`src/rtl/lut_interp.sv`:
```
// Three-stage piecewise-linear activation interpolator.
// Segment lookup, LUT capture, then interpolate and saturate.
module lut_interp (
    input  logic       clk,
    input  logic       rst,
    input  logic       in_valid,
    output logic       in_ready,
    input  logic [7:0] in_x,
    output logic [3:0] lut_address,
    input  logic [7:0] lut_base,
    input  logic [7:0] lut_next,
    output logic       out_valid,
    input  logic       out_ready,
    output logic [7:0] out_y
);

    logic        advance;

    logic        s0_valid_q, s0_valid_d;
    logic [3:0]  s0_seg_q,   s0_seg_d;
    logic [3:0]  s0_frac_q,  s0_frac_d;

    logic        s1_valid_q, s1_valid_d;
    logic [7:0]  s1_base_q,  s1_base_d;
    logic [7:0]  s1_next_q,  s1_next_d;
    logic [3:0]  s1_frac_q,  s1_frac_d;

    logic        s2_valid_q, s2_valid_d;
    logic [7:0]  s2_y_q,     s2_y_d;

    logic signed [8:0]  diff;
    logic signed [13:0] base_ext;
    logic signed [13:0] diff_ext;
    logic signed [13:0] frac_ext;
    logic signed [13:0] acc;
    logic signed [13:0] shifted;
    logic [7:0]         y_sat;

    // Handshake: the whole pipe moves only when S2 can be emptied.
    always_comb begin
        advance  = !s2_valid_q || out_ready;
        in_ready = advance;
    end

    // Interpolation: base*16 + (next-base)*frac, floor >>4, clip.
    always_comb begin
        diff = $signed({s1_next_q[7], s1_next_q})
             - $signed({s1_base_q[7], s1_base_q});
        base_ext = $signed({{6{s1_base_q[7]}}, s1_base_q});
        diff_ext = $signed({{5{diff[8]}}, diff});
        frac_ext = $signed({10'b0, s1_frac_q});
        acc      = (base_ext <<< 4) + diff_ext * frac_ext;
        shifted  = acc >>> 4;
        if (shifted > 14'sd127) begin
            y_sat = 8'h7F;
        end else if (shifted < -14'sd128) begin
            y_sat = 8'h80;
        end else begin
            y_sat = shifted[7:0];
        end
    end

    // Next-state for all stages; everything holds on a stall.
    always_comb begin
        s0_valid_d = s0_valid_q;
        s0_seg_d   = s0_seg_q;
        s0_frac_d  = s0_frac_q;
        s1_valid_d = s1_valid_q;
        s1_base_d  = s1_base_q;
        s1_next_d  = s1_next_q;
        s1_frac_d  = s1_frac_q;
        s2_valid_d = s2_valid_q;
        s2_y_d     = s2_y_q;
        if (advance) begin
            s0_valid_d = in_valid;
            if (in_valid) begin
                s0_seg_d  = in_x[7:4];
                s0_frac_d = in_x[3:0];
            end
            s1_valid_d = s0_valid_q;
            s1_base_d  = lut_base;
            s1_next_d  = lut_next;
            s1_frac_d  = s0_frac_q;
            s2_valid_d = s1_valid_q;
            if (s1_valid_q) begin
                s2_y_d = y_sat;
            end
        end
    end

    // Stage registers with asynchronous clear.
    always_ff @(posedge clk or posedge rst) begin
        if (rst) begin
            s0_valid_q <= 1'b0;
            s0_seg_q   <= 4'd0;
            s0_frac_q  <= 4'd0;
            s1_valid_q <= 1'b0;
            s1_base_q  <= 8'd0;
            s1_next_q  <= 8'd0;
            s1_frac_q  <= 4'd0;
            s2_valid_q <= 1'b0;
            s2_y_q     <= 8'd0;
        end else begin
            s0_valid_q <= s0_valid_d;
            s0_seg_q   <= s0_seg_d;
            s0_frac_q  <= s0_frac_d;
            s1_valid_q <= s1_valid_d;
            s1_base_q  <= s1_base_d;
            s1_next_q  <= s1_next_d;
            s1_frac_q  <= s1_frac_d;
            s2_valid_q <= s2_valid_d;
            s2_y_q     <= s2_y_d;
        end
    end

    assign lut_address = s0_seg_q;
    assign out_valid   = s2_valid_q;
    assign out_y       = s2_y_q;

endmodule

```
`config.mk`:
```
export PLATFORM = sky130hd
export DESIGN_NAME = lut_interp
export DESIGN_NICKNAME = d
export VERILOG_FILES = /design/src/rtl/lut_interp.sv
export SDC_FILE = /design/constraint.sdc
export NUM_CORES = 1
export LEC_CHECK = 0
export ABC_CLOCK_PERIOD_IN_PS = 7800
export CAP_MARGIN = 25
export CELL_PAD_IN_SITES_DETAIL_PLACEMENT = 0
export CELL_PAD_IN_SITES_GLOBAL_PLACEMENT = 1
export CORE_UTILIZATION = 28
export CTS_CLUSTER_DIAMETER = 200
export DETAILED_ROUTE_END_ITERATION = 6
export GPL_TIMING_DRIVEN = 0
export PLACE_DENSITY_LB_ADDON = 0.1
export SYNTH_ARGS = -nofsm -noshare
export SYNTH_HDL_FRONTEND = slang
export SYNTH_SLANG_ARGS = --single-unit
```
`constraint.sdc`:
```
create_clock -name clk -period 7.8 [get_ports clk]
set_input_delay 0.78 -clock clk [delete_from_list [all_inputs] [get_ports clk]]
set_output_delay 0.78 -clock clk [all_outputs]
set_load 0.01 [all_outputs]
```
-- After elaboration in Yosys (flattened, before gate mapping)
Cells that the tools add are included.
- word-level logic and storage cells: 20
- bits in registers: 39
- output and inout bits: 14
- order comparisons: 2
- add/sub/neg operators: 2
- multipliers: 1
- reduce and logical (&&, ||, !) cells: 4
- mux-type cells: 2
- operator list (operator ; number):
    8-bit 2-to-1 mux ; 2
    12-bit by 14-bit adder with 14-bit output ; 1
    9-bit by 5-bit multiplier with 14-bit output ; 1
    10-bit by 8-bit greater-than comparator with 1-bit output, second input constant ; 1
    10-bit by 8-bit < comparator with 1-bit output, second input constant ; 1
    8-bit by 8-bit subtractor with 9-bit output ; 1
    2-bit AND reduction ; 2
    1-bit logical NOT ; 1
    1-bit logical OR ; 1

-- Logic depth before layout (Yosys ltp)
Gate-level depths: netlist (run 1).
- depth after elaboration: 6
- depth in mapped cells: 24
- mapped depth without buffers: 24

-- Least setup slack after synthesis (run 1)
No wires, ideal clock.
- path kind: reg-to-reg
- start: register s1_base_q[0]
- end: register s2_y_q[4], in the netlist out_y[4]
- arrival: 5342 ps
- buffers on the path: 1
- data required time: 7674 ps
- path slack: 2332 ps
- period minus slack after synthesis: 5468 ps
- stages on the path, launching flop included: 24
- cell sequence: dfrtp_1 -> ha_1 -> fa_1 -> nor2b_1 -> o21ai_0 -> a21boi_0 -> o21ai_0 -> a21boi_0 -> nor2_1 -> and2_1 -> fa_1 -> fa_1 -> inv_1 -> fa_1 -> inv_1 -> ha_1 -> buf_6 -> a211o_1 -> a31o_1 -> nor4b_1 -> a211oi_2 -> a21boi_4 -> nor4_2 -> o21ai_1
- longest elaborated chain between the ends: 6
- RTL lines (item ; line ; text):
    start: declaration ; 24 ; logic [7:0] s1_base_q, s1_base_d;
    start signal: assignment ; 108 ; s1_base_q <= s1_base_d;
    8-bit by 8-bit subtractor with 9-bit output ; 48 ; - $signed({s1_base_q[7], s1_base_q});
    9-bit by 5-bit multiplier with 14-bit output ; 52 ; acc = (base_ext <<< 4) + diff_ext * frac_ext;
    12-bit by 14-bit adder with 14-bit output * ; 52 ;
    10-bit by 8-bit < comparator with 1-bit output ; 56 ; end else if (shifted < -14'sd128) begin
    8-bit 2-to-1 mux ; 56 ;
    8-bit 2-to-1 mux * ; 54 ; if (shifted > 14'sd127) begin
    end signal: assignment ; 112 ; s2_y_q <= s2_y_d;
    end: declaration ; 29 ; logic [7:0] s2_y_q, s2_y_d;
Mark *: on every way between the ends. The rest lies on a longest branch, timed or not.
A chain may end at the register's enable or synchronous reset.

-- Worst setup path after layout (run 1)
- start: register s1_base_q[0]
- end: register s2_y_q[2], in the netlist out_y[2]
Same word-level chain as after synthesis.

==> results of run 1 <==
-- worst max-delay path: cells and delay by family, from the launching register on --
family | cells | cell delay (ps)
fa+ha+maj | 6 | 2510
xor+xnor | 1 | 290
buf+inv | 2 | 90
flops | 1 | 430
simple gates | 4 | 550
compound gates | 9 | 2090
-- metrics by stage --
step	std cells	setup slack (ps)
6_report	609	1780
4_1_cts	609	1600
5_1_grt	609	1080
3_5_place_dp	601	1600
2_1_floorplan	391	2330
3_3_place_gp	600	1680
-- routing by layer --
metal	global-route usage, %	vias to the layer above	part of all wire (%)
met5	0	-	0
met3	3.45	6	4.2
met2	22.0	47	46
li1	-	1345	-
met4	3.95	0	1.3
met1	16.7	1204	48
-- flip-flops by register name, indices dropped and copies added (netlist names) --
register     cells
lut_address      4
out_valid        1
out_y            8
s0_frac_q        4
s0_valid_q       1
s1_base_q        8
s1_frac_q        4
s1_next_q        8
s1_valid_q       1
-- layout make-up --
cell class              instances  area [µm²]  share of cell area [%]
inverters                      64         240                    5.61
repair buffers                 42         430                    10.0
flip-flops and latches         39         976                    22.8
clock buffers                   5         125                    2.92
multi-input cells             277        2230                    52.0
well taps                     168         210                    4.91
clock inverters                 3        23.8                   0.555
plain buffers                  11        50.0                    1.17
-- logic make-up after synthesis --
| family | count (synthesis) | share of synthesized area [%] |
|---|---|---|
| compound gates | 57 | 10.8 |
| buf+inv | 75 | 8.31 |
| fa+ha+maj | 60 | 27.5 |
| xor+xnor | 12 | 3.01 |
| flops | 39 | 27.9 |
| mux | 9 | 2.86 |
| simple gates | 139 | 19.6 |
-- final timing paths --
kind                                 to  slack, ps  depth (start not counted)
max reg2reg                    out_y[2]       1780                         22
min reg2reg                s1_next_q[5]        470                          2
min in group asynchronous      out_y[5]        710                          2
max in group asynchronous  s1_next_q[6]       6650                          3
max                            out_y[2]       1780                         22
min                        s1_next_q[5]        470                          2
-- cells in the final DEF, fill, tap and decap left out, drive strengths merged, types with 2 or more instances in the layout --
cell type,count
buf,2
a21boi,5
nand3b,2
o211ai,2
clkinvlp,2
a21o,2
and2,28
nor4b,3
nor2b,9
nand2,65
a211o,3
dfrtp,39
o21ai,23
nand2b,2
a211oi,2
nor3,2
ha,32
xnor2,9
nand3,5
fa,28
o21bai,3
a21oi,11
nor4,2
mux2,8
xor2,3
clkbuf,15
inv,64
nor2,15
clkdlybuf4s50,41
nor3b,2
==> run summary, run 1 <==
number of CTS-inserted buffers: 5
WL final: 7520 µm
largest area contributor in the netlist: dfrtp_1
Final Cell Area: 4280 µm²
Via-to-Cell Ratio: 4.27
CTS-repair resized insts: 0
unrepaired setup endpoints after global routing: false
Hold Path Class: reg -> reg
Initial Utilization: 28.9%
antenna violations before repair: 0
Antenna Nets Post-Route: 0
1st-iter DRT viols: 50
Slew Limit Headroom: 62.7%
f_max: 0.166 GHz
Final Wtd Congestion: 0.731
DIE AREA: 12900 µm²
asr flop ratio synth: 100%
TritonCTS clock tree: done
Worst setup EP type: flop
first-pass GRT wire length: 13100 µm
vias in the first global route: 2716
chip height: 114 µm
Worst-Margin Slew: 560 ps
Synth top cells by count: nand2_1, inv_1, dfrtp_1
crit-path cells: ha_1 > fa_1 > nor2b_1 > o21ai_0 > a21boi_0 > o21ai_0 > a21boi_0 > o22ai_1 > and2_1 > fa_1 > fa_1 > inv_1 > fa_1 > inv_1 > ha_1 > o21ai_0 > nor2_1 > a211oi_2 > xnor2_1 > a21boi_4 > nor2_1 > o21ai_0
Total GRT Usage: 13.2%
post-synthesis sequential area ratio: 27.9%
status: finished clean
Placed Area: 4140 µm²
Crit Path Max Fanout: 7
Top FF cell, synth: dfrtp_1
Skew-Pair Late Insertion Delay: 300 ps
diode count: 0
fin nets: 528
fill cell count: 1285
post-synthesis instance area: 3490 µm²
max_cap viols: 0
largest cells by area after synthesis: dfrtp_1, fa_1, ha_1, nand2_1, inv_1
Root Buffer Master: clkbuf_16
syn avg cell area: 8.94 µm²
CTS HTree Levels: 2
CP Launch Point: s1_base_q[0]
Hold Violations, Final: 0
Max Slew Vio Count: 0
fin util: 35.4%
Critical Path Max Stage Delay: 530 ps
CP max stage cell: fa_1
Worst R2R Start: s1_base_q[0]
Row Count: 40
Req. time, crit path: 8010 ps
port buffer count: 41
minimum clock period: 6020 ps
worst hold margin: 472 ps
period utilization: 77.2%
Area growth, synth to finish: 22.6%
clock tree sinks: 39
Final Setup Violations: 0
Mapped Nets: 479
Worst EP arrival: 6240 ps
dpl hpwl: 6200 µm
Worst setup SP type: flop
clock buffer depth: 2
Core Area: 12100 µm²
layout cells sized above 1: 5.90%
worst setup path category: reg -> reg
Clock Pin Slew Worst Setup and Hold Paths: 70 ps
Final TNS setup: 0 ps
Yosys cell types: 45
Mapped Cells: 391
top cell type's share of synthesized area: 27.9%
# hold bufs at CTS: 0
worst min-delay path startpoint: s1_next_q[5]
Yosys reg bits: 39
IO Pins: 42
drc violations: 0
setup bufs post-CTS: 0
number of flops mapped to enable cells by yosys: 0
die width: 114 µm
Worst Skew: 8.67 ps
GR Overflow Total: 0
drt wl/cell: 12.4 µm
largest net degree at the start of global routing: 32
drt pass-1 iters: 4
Vias: 2602
most frequent cell after synthesis: nand2_1
Syn. warnings: 0
Power of run 1 is left out: the tool's default activity adds up to more than one toggle a clock period on the data nets, which glitch-free logic cannot reach.
==> inputs of run 2 (changes only) <==
--- a/config.mk
+++ b/config.mk
@@ -5,7 +5,7 @@
 export SDC_FILE = /design/constraint.sdc
 export NUM_CORES = 1
 export LEC_CHECK = 0
-export ABC_CLOCK_PERIOD_IN_PS = 7800
+export ABC_CLOCK_PERIOD_IN_PS = 4800
 export CAP_MARGIN = 25
 export CELL_PAD_IN_SITES_DETAIL_PLACEMENT = 0
 export CELL_PAD_IN_SITES_GLOBAL_PLACEMENT = 1
==> constraint.sdc (replaced) <==
create_clock -name clk -period 4.8 [get_ports clk]
set_input_delay 0.48 -clock clk [delete_from_list [all_inputs] [get_ports clk]]
set_output_delay 0.48 -clock clk [all_outputs]
set_load 0.01 [all_outputs]
==> run 2 against run 1 <==
The flow now finishes with violations (setup timing). Maximum frequency rose by 15%. Global-route usage fell by 0.36 points. Count of clock-buffer cells in the layout did not move. Flip-flop and latch count did not move. Utilization rose by 2.9 points. Worst hold slack got worse by 0.51 ps. Die area did not move. Highest routed layer unchanged.
==> run summary, run 2 (synthesis gave the netlist of run 1 again) <==
Worst Skew: 7.62 ps
Skew-Pair Late Insertion Delay: 280 ps
Clock Pin Slew Worst Setup and Hold Paths: 60 ps
CTS HTree Levels: 2
vias in the first global route: 2743
Final Wtd Congestion: 0.709
worst hold margin: 472 ps
Total GRT Usage: 12.8%
die width: 114 µm
r2r endpoint: out_y[3]
fin nets: 539
Area growth, synth to finish: 32.5%
drt wl/cell: 12.3 µm
drt pass-1 iters: 4
1st-iter DRT viols: 64
period utilization: 109%
Placed Area: 4150 µm²
highest metal used: met4
Critical Path Max Stage Delay: 540 ps
number of buffers and inverters on the critical path: 3
failing checks: setup timing
clock tree sinks: 39
Final TNS setup: -3210 ps
Largest delay share family, worst path: adder cells
first-pass GRT wire length: 13000 µm
Antenna Nets Post-Route: 0
max_cap viols: 0
Worst setup SP type: flop
reg2reg setup slack: -460 ps
clock buffer depth: 2
Worst setup EP type: flop
drc violations: 0
hold-critical path endpoint: s1_frac_q[3]
Core Area: 12100 µm²
# hold bufs at CTS: 0
worst hold stages: 2
Final Cell Area: 4630 µm²
Initial Utilization: 28.9%
Worst R2R Start: s1_base_q[0]
Crit path top cell by count: a21boi_2
DR WL met3: 208 µm
Row Count: 40
GR Overflow Total: 0
Final Setup Violations: 8
Crit Path Max Fanout: 6
Max Slew Vio Count: 0
WL final: 7590 µm
layout cells sized above 1: 17.5%
Worst-Margin Slew: 823 ps
antenna violations before repair: 0
most common cell after layout, fill and taps aside: nand2_1
crit-path cells: ha_4 > fa_2 > nor2b_2 > o21ai_2 > a21boi_2 > o21ai_2 > a21boi_2 > o22ai_4 > buf_4 > and2_1 > ha_1 > inv_1 > fa_1 > fa_1 > inv_1 > ha_1 > and2_1 > a21boi_2 > mux2i_2 > nand3_4 > a21boi_4 > nor2_1 > o21ai_1
M1 wire length: 3620 µm
minimum clock period: 5260 ps
chip height: 114 µm
CP max stage cell: fa_1
final setup margin: -455 ps
worst setup path category: reg -> reg
Req. time, crit path: 5010 ps
IO Pins: 42
Via-to-Cell Ratio: 4.22
metal2 WL: 3680 µm
Slew Limit Headroom: 45.1%
Vias: 2615
dpl hpwl: 6070 µm
Worst EP arrival: 5460 ps
largest net degree at the start of global routing: 40
Hold Path Class: reg -> reg
Hold Violations, Final: 0
Root Buffer Master: clkbuf_16
worst min-delay path startpoint: s0_frac_q[3]
DIE AREA: 12900 µm²
most frequent cells in the layout: nand2_1, inv_1, clkdlybuf4s50_1
status: finished with violations
port buffer count: 41
r2r worst-path depth: 23
TritonCTS clock tree: done
f_max: 0.190 GHz
number of CTS-inserted buffers: 5
unrepaired setup endpoints after global routing: true
diode count: 0
-- run 2: changes by cell type in the layout (fill, tap and decap cells not counted), moves of 4 or more --
| cell | previous run | this run |
|---|---|---|
| a21boi_0 | 4 | 0 |
| buf_4 | 0 | 15 |
| ha_1 | 32 | 25 |
| ha_4 | 0 | 6 |
| inv_1 | 62 | 58 |
| inv_2 | 1 | 5 |
| o21ai_0 | 22 | 10 |
| o21ai_1 | 1 | 8 |
| o21ai_2 | 0 | 4 |
-- run 2: what timing repair did --
item,in CTS,in global routing
endpoints found under the setup margin,8,8
pin swaps,28,24
buffers inserted,9,6
resized for setup,25,25
-- run 2: cell type report --
cell class                 instances  area, µm²
multi-input combinational        277       2490
clock inverter                     2       37.5
buffer                             8       30.0
sequential                        39        977
fill                            1321       7480
inverter                          64        240
timing repair buffer              56        523
tap                              168        210
clock buffer                       5        125
-- run 2: metal layers --
| metal | global-route usage [%] | vias to the layer above |
|---|---|---|
| li1 | - | 1362 |
| met4 | 3.68 | 0 |
| met3 | 2.44 | 6 |
| met2 | 22.6 | 36 |
| met1 | 16.0 | 1211 |
| met5 | 0 | - |
-- run 2: worst min-delay path: cells and delay by family, from the launching register on --
family / cells / cell delay, ps
AND/OR/NAND/NOR: 2 / 100
flip-flops: 1 / 340
-- run 2: worst max-delay path by stage --
stage                 start  depth (start not counted)  endpoint
6_report       s1_base_q[0]                         23  out_y[3]
5_1_grt        s1_base_q[0]                         22  out_y[3]
4_1_cts        s1_base_q[0]                         23  out_y[3]
3_5_place_dp   s1_base_q[0]                         23  out_y[3]
3_3_place_gp   s1_base_q[0]                         23  out_y[3]
2_1_floorplan  s1_base_q[0]                         23  out_y[4]
-- run 2: through the flow --
| stage | setup slack, ps | utilization [%] | instances |
|---|---|---|---|
| 2_1_floorplan | -357 | - | 391 |
| 3_3_place_gp | -918 | 34.3 | 600 |
| 3_5_place_dp | -956 | 34.3 | 600 |
| 4_1_cts | -621 | 37.1 | 615 |
| 5_1_grt | -747 | 38.2 | 619 |
| 6_report | -455 | 38.2 | 619 |
Power of run 2 is left out for the same reason.
